<file path="src/rtl/sync_gsram.sv">
// Byte-enabled synchronous SRAM slave mapped at [START_ADDR, START_ADDR+SIZE).
// Each access is captured in IDLE, waits WAIT_STATES cycles, completes with a one-cycle ready pulse.
module sync_gsram #(
    parameter  int START_ADDR  = 0,
    parameter  int SIZE        = 256,
    parameter  int ADDR_WIDTH  = 16,
    parameter  int DATA_WIDTH  = 16,
    parameter  int WAIT_STATES = 2,
    localparam int BE_WIDTH    = DATA_WIDTH / 8
) (
    input  logic                  clk,
    input  logic                  rst,
    input  logic                  req,
    input  logic                  we,
    input  logic [ADDR_WIDTH-1:0] address,
    input  logic [DATA_WIDTH-1:0] wdata,
    input  logic [BE_WIDTH-1:0]   be,
    output logic [DATA_WIDTH-1:0] rdata,
    output logic                  ready,
    output logic                  error,
    output logic                  busy
);

    localparam int CNT_W = (WAIT_STATES > 0) ? $clog2(WAIT_STATES + 1) : 1;
    localparam int IDX_W = (SIZE > 1) ? $clog2(SIZE) : 1;
    // One extra bit so START_ADDR+SIZE == 2**ADDR_WIDTH does not wrap to zero.
    localparam logic [ADDR_WIDTH:0] RANGE_LO = (ADDR_WIDTH + 1)'(START_ADDR);
    localparam logic [ADDR_WIDTH:0] RANGE_HI = (ADDR_WIDTH + 1)'(START_ADDR + SIZE);

    if (DATA_WIDTH % 8 != 0) begin : g_bad_width
        $fatal(1, "sync_gsram: DATA_WIDTH must be a multiple of 8");
    end
    if (SIZE == 0) begin : g_bad_size
        $fatal(1, "sync_gsram: SIZE must be non-zero");
    end
    if ((64'(START_ADDR) + 64'(SIZE)) > (64'd1 << ADDR_WIDTH)) begin : g_bad_map
        $fatal(1, "sync_gsram: START_ADDR+SIZE exceeds the address space");
    end

    typedef enum logic [1:0] {
        IDLE,
        WAIT,
        ACCESS
    } state_e;

    state_e                state_q, state_d;
    logic [CNT_W-1:0]      cnt_q, cnt_d;
    logic                  we_q, we_d;
    logic [ADDR_WIDTH-1:0] addr_q, addr_d;
    logic [DATA_WIDTH-1:0] wdata_q, wdata_d;
    logic [BE_WIDTH-1:0]   be_q, be_d;
    logic [DATA_WIDTH-1:0] rdata_q, rdata_d;
    logic                  ready_q, ready_d;
    logic                  error_q, error_d;
    logic                  mem_wr;
    logic                  in_range;
    logic [IDX_W-1:0]      idx;

    // NOTE: the array has no reset branch -- contents must survive rst, and a reset
    // would stop it mapping onto RAM macros; it starts at zero via its declaration.
    logic [DATA_WIDTH-1:0] mem_q [SIZE] = '{default: '0};

    assign in_range = ({1'b0, addr_q} >= RANGE_LO) && ({1'b0, addr_q} < RANGE_HI);
    assign idx      = IDX_W'(addr_q - ADDR_WIDTH'(START_ADDR));

    // NOTE: every signal written here gets a default first; a path that leaves one
    // unassigned would infer a latch.
    always_comb begin
        state_d = state_q;
        cnt_d   = cnt_q;
        we_d    = we_q;
        addr_d  = addr_q;
        wdata_d = wdata_q;
        be_d    = be_q;
        rdata_d = rdata_q;
        ready_d = 1'b0;
        error_d = 1'b0;
        mem_wr  = 1'b0;
        unique case (state_q)
            IDLE: begin
                if (req) begin
                    we_d    = we;
                    addr_d  = address;
                    wdata_d = wdata;
                    be_d    = be;
                    cnt_d   = CNT_W'(WAIT_STATES);
                    state_d = (WAIT_STATES > 0) ? WAIT : ACCESS;
                end
            end
            WAIT: begin
                cnt_d = cnt_q - CNT_W'(1);
                if (cnt_q == CNT_W'(1)) begin
                    state_d = ACCESS;
                end
            end
            ACCESS: begin
                ready_d = 1'b1;
                error_d = !in_range;
                mem_wr  = we_q && in_range;
                if (!we_q) begin
                    rdata_d = in_range ? mem_q[idx] : '0;
                end
                state_d = IDLE;
            end
            default: state_d = IDLE;
        endcase
    end

    // NOTE: sequential state uses non-blocking assignments so every flop samples
    // the pre-edge values regardless of statement order.
    always_ff @(posedge clk or posedge rst) begin
        if (rst) begin
            state_q <= IDLE;
            cnt_q   <= '0;
            we_q    <= 1'b0;
            addr_q  <= '0;
            wdata_q <= '0;
            be_q    <= '0;
            rdata_q <= '0;
            ready_q <= 1'b0;
            error_q <= 1'b0;
        end else begin
            state_q <= state_d;
            cnt_q   <= cnt_d;
            we_q    <= we_d;
            addr_q  <= addr_d;
            wdata_q <= wdata_d;
            be_q    <= be_d;
            rdata_q <= rdata_d;
            ready_q <= ready_d;
            error_q <= error_d;
        end
    end

    // Only the ACCESS state can write, so a reset during WAIT/ACCESS aborts cleanly.
    always_ff @(posedge clk) begin
        if (mem_wr) begin
            for (int i = 0; i < BE_WIDTH; i++) begin
                if (be_q[i]) begin
                    mem_q[idx][8*i +: 8] <= wdata_q[8*i +: 8];
                end
            end
        end
    end

    assign rdata = rdata_q;
    assign ready = ready_q;
    assign error = error_q;
    assign busy  = (state_q != IDLE);

endmodule
</file>
<file path="config.mk">
export PLATFORM = sky130hd
export DESIGN_NAME = sync_gsram
export DESIGN_NICKNAME = d
export VERILOG_FILES = /design/src/rtl/sync_gsram.sv
export SDC_FILE = /design/constraint.sdc
export NUM_CORES = 2
export LEC_CHECK = 0
export CAP_MARGIN = 5
export CORE_MARGIN = 2
export CORE_UTILIZATION = 30
export DETAILED_ROUTE_END_ITERATION = 6
export PLACE_DENSITY = 0.43
export SLEW_MARGIN = 40
export SYNTH_ARGS = -nofsm -noshare
export SYNTH_HDL_FRONTEND = slang
export SYNTH_SLANG_ARGS = --single-unit
</file>
<file path="constraint.sdc">
create_clock -name clk -period 4 [get_ports clk]
set_input_delay 1 -clock clk [delete_from_list [all_inputs] [get_ports clk]]
set_output_delay 1 -clock clk [all_outputs]
set_load 0.005 [all_outputs]
</file>
Word level (Yosys, flattened, before mapping)
Memories as Yosys holds them, arrays and structs flattened.
Cells that the tools add are included.
- register bits: 57
- memory bits (writable): 4096
- output and inout bits: 19
- bits of input ports: 38
- memories kept: 1
- memory list (memory ; depth ; width ; read ports ; clocked after memory_dff ; write ports ; line ; text):
    mem_q ; 256 ; 16 ; 1 ; 0 ; 1 ; 61 ; logic [DATA_WIDTH-1:0] mem_q [SIZE] = '{default: '0};
- mux-type cells: 15
- reduce and logical (&&, ||, !) cells: 9
- bitwise operators: 1
- add/sub/neg operators: 1
- equal/unequal tests: 5
- magnitude comparators: 1
- operators by type and width (operator ; number):
    < comparator 16 x 9 -> 1 bit (second input constant) ; 1
    two-way mux 16 bit ; 1
    two-way mux 1 bit ; 9
    case mux 2 bit (2 select lines) ; 2
    AND reduction 2 bit ; 4
    two-way mux 2 bit ; 3
    == test 2 x 1 -> 1 bit (second input constant) ; 2
    != test 2 bit (second input constant) ; 2
    nonzero test 2 bit ; 2
    == test 2 bit (second input constant) ; 1
    logical NOT 2 bit ; 1
    subtractor 2 x 1 -> 2 bit (second input constant) ; 1
    logical AND 1 bit ; 1
    logical NOT 1 bit ; 1
    NOT 1 bit ; 1

Depth between registers and ports, before layout
- depth after elaboration: 5
- depth in mapped cells: 13
- depth with buffers taken out: 7

Least setup slack after synthesis
OpenSTA, ideal clock, no wires.
- path type: reg-to-reg
- from: reg wdata_q[0]
- to: mem mem_q[0][0] (data pin)
- stages on the path, launching flop included: 1
- data arrival time: 3.181 ns
- path buffers: 0
- setup slack: 0.016 ns
- cells stage by stage: dfrtp_1
- RTL lines (item ; line ; text):
    start, declared ; 50 ; logic [DATA_WIDTH-1:0] wdata_q, wdata_d;
    start signal, assigned ; 127 ; wdata_q <= wdata_d;
    end, declared ; 61 ;
Straight into the memory's write port.

Final worst setup path
- from: reg addr_q[1]
- to: reg rdata_q[2], in the netlist rdata[2]
- longest elaborated chain between the ends: 2
- elaborated cells between the ends (all ways): 3
- those cells by class: 1 x order compare; 1 x mux; 1 x memory
- RTL lines (item ; line ; text):
    start, declared ; 49 ; logic [ADDR_WIDTH-1:0] addr_q, addr_d;
    start signal, assigned ; 126 ; addr_q <= addr_d;
    memory (256 x 16 bit) / < comparator 16 x 9 -> 1 bit (equally long branches) ; n/a ;
    two-way mux 16 bit * ; 101 ; rdata_d = in_range ? mem_q[idx] : '0;
    end signal, assigned ; 129 ; rdata_q <= rdata_d;
    end, declared ; 52 ; logic [DATA_WIDTH-1:0] rdata_q, rdata_d;
Mark *: on every way between the ends. The rest lies on a longest branch, timed or not.
A chain may end at the register's enable or synchronous reset.

==> flow_summary.ini <==
[outcome]
status = completed

[detailed_routing]
drc = 0
wl_per_cell_um = 29.40
drt_wl_total_mm = 475.0
num_vias = 80710
ant_nets = 0
first_iter_violations = 7345
dr.pass1.iters = 5
vias_per_cell = 4.994

[clocking]
path_clk_slew_ns = 0.06
cts_root_buf = clkbuf_16
clk_latency_ns = 1.03
cts_made_buffers = 439
cts_setup_buffers = 0
cts_sinks = 4153
clock_path_buffers = 4
cts.htree.levels = 5
cts_tree = built

[global_route]
grt.total_usage_pct = 17.16
grt_pass1_vias = 83920
grt-ovfl-total = 0
grt_pass1_wl_mm = 665.6
grt_max_degree = 137
antenna_found_initial = 35

[sta]
clock_skew_ns = 0.07059
relSlewSlack_pct = 40.22
hold_viol = 0
whs_ns = 0.4681
worst_slew_pin_slew_ns = 0.8913
final_max_slew_viol_count = 0
setup_ws_ns = 0.1517
period_share_pct = 96.21
finalSetupViolations = 0
rsz0062_at_grt = no
tns_ns = 0
fin_crit_ns = 3.848
fmax_ghz = 0.2599

[final_layout]
synthToLayoutAreaGrowth_pct = 19.17
stdcell_count = 16160
nets = 8641
fin_util_pct = 35.83
fill_cells = 49220
mostFrequentLayoutCell = edfxtp_1
final_area_um2 = 191900
drive_above_1_share_pct = 30.69
layout_common_cells = edfxtp_1 (4096), mux4_2 (943), buf_4 (809)
multi_input_area_um2 = 34700
register_area_um2 = 124500

[logic_synthesis]
synthCells = 7674
yosysSeqAreaShare_pct = 77.28
synth_top_area_share_pct = 76.39
post_synth.cell_area_avg_um2 = 20.98
synth_edf_count = 4096
yosys_warnings = 0
ys_types = 51
synth-seq-cells = 4153
synth_flop_cell = edfxtp_1
yosys.area.top_type = edfxtp_1
syn_nets = 7713
synthTopCellsByArea = edfxtp_1 (76%), mux4_2 (13%), mux2i_1 (1.8%)
synth.cell_area_um2 = 161000
synthArstFlopShare_pct = 1.373

[job]
drv_cap = 0

[floorplanning]
rows = 269
core_region_area_um2 = 535500
io_pins = 57
die_y_um = 736.6
dieArea_um2 = 542600
start_util_pct = 30.07
die_w_um = 736.6

[worst_setup_path]
r2r_slack_ns = 0.15
startpoint = addr_q[1]$_DFFE_PP0P_
cp-start-kind = flop
reg2reg_depth = 9
critPathCaptureType = flop
reg2reg_to = rdata[2]$_DFFE_PP0P_
worst-setup-path-type = flop to flop
critPathRequiredTime_ns = 4.88
r2r-start = addr_q[1]$_DFFE_PP0P_
cp.arrival_ns = 4.73
crit_path_max_fanout = 24

[placed_design]
dp_hpwl_mm = 302.2
routabilityCongestion = 0.7872
dp_cells = 15340
dpl_cell_area_um2 = 177000
io_buffers = 56
pre_cts_ws_ns = -0.6467

[power_and_ir_drop]
p_per_area_nw_per_um2 = 735.2
power_leakage_nw = 60.56
power_mw = 141.1
ir_drop_mv = 0.7077

[worst_hold_path]
hold_path_class = input pin to asynchronous set/reset pin
## sequential cells by signal (all words and copies together), names as in the netlist
register,count
wdata_q,16
mem_q,4096
we_q,1
cnt_q,2
state_q,2
error,1
ready,1
be_q,2
addr_q,16
rdata,16
## power by group
part / total, mW / leakage (nW) / internal [mW] / switching [mW]
Sequential: 56.0 / 37.6 / 54.5 / 1.51
Clock: 41.6 / 7.11 / 24.3 / 17.3
Combinational: 43.4 / 15.9 / 15.9 / 27.5
## timing repair
action	CTS	global route
endpoints found under the hold margin	0	0
pin swaps	0	1
hold buffers	0	0
endpoints found under the setup margin	6	10
gates resized for setup	17	15
## cells by family after synthesis
| group | Yosys count | synth area share (%) |
|---|---|---|
| adders and majority gates | 1 | 0.007769 |
| DFF | 4153 | 77.28 |
| AOI/OAI and AO/OA | 618 | 2.576 |
| muxes | 1345 | 15.78 |
| buffers and inverters | 503 | 1.462 |
| and+or+nand+nor | 1054 | 2.902 |
## cell type report
class                   count  area share (%)
well taps                7181           4.682
clock buffers             521           5.951
diodes                      5        0.006521
multi-input cells        3018           18.08
inverters                   8         0.01695
flip-flops and latches   4153           64.89
clock inverters           292           1.688
repair buffers            982           4.686
## synth_stat cells (46+ instances only)
| master | instances |
|---|---|
| a21oi_1 | 126 |
| a22oi_1 | 93 |
| a31oi_1 | 65 |
| buf_2 | 142 |
| clkbuf_1 | 259 |
| dfrtp_1 | 57 |
| edfxtp_1 | 4096 |
| mux2_2 | 113 |
| mux2i_1 | 289 |
| mux4_2 | 943 |
| nand2_1 | 138 |
| nand3_1 | 218 |
| nor2_1 | 540 |
| o21ai_0 | 69 |
| o22ai_1 | 46 |
## worst max path at each step
stage | end | cells past startpoint | slack (ns)
after CTS | rdata[4]$_DFFE_PP0P_ | 12 | 0.002
after detailed placement | rdata[10]$_DFFE_PP0P_ | 9 | -0.65
final | rdata[2]$_DFFE_PP0P_ | 9 | 0.15
after global placement | rdata[10]$_DFFE_PP0P_ | 9 | -1.18
after global routing | rdata[2]$_DFFE_PP0P_ | 12 | 0.003
after floorplan | mem_q[0][0]$_DFFE_PP_ | 0 | 0.02
## critical path: stages, from the launching register on
cell and delay (ns):
dfrtp_4 0.54, buf_12 0.24, buf_12 0.21, buf_4 0.39, mux4_2 0.39, mux2i_1 0.36, o22ai_1 0.18, or4_1 0.71
a2111oi_1 0.53, nor3_1 0.11
## metal layers
| metal | track usage, % | wire [um] |
|---|---|---|
| met5 | 0 | 26 |
| met3 | 2.599 | 26430 |
| met4 | 3.606 | 10410 |
| met2 | 28.01 | 226100 |
| met1 | 24.38 | 212100 |
Power figures use the tool's default switching activity.
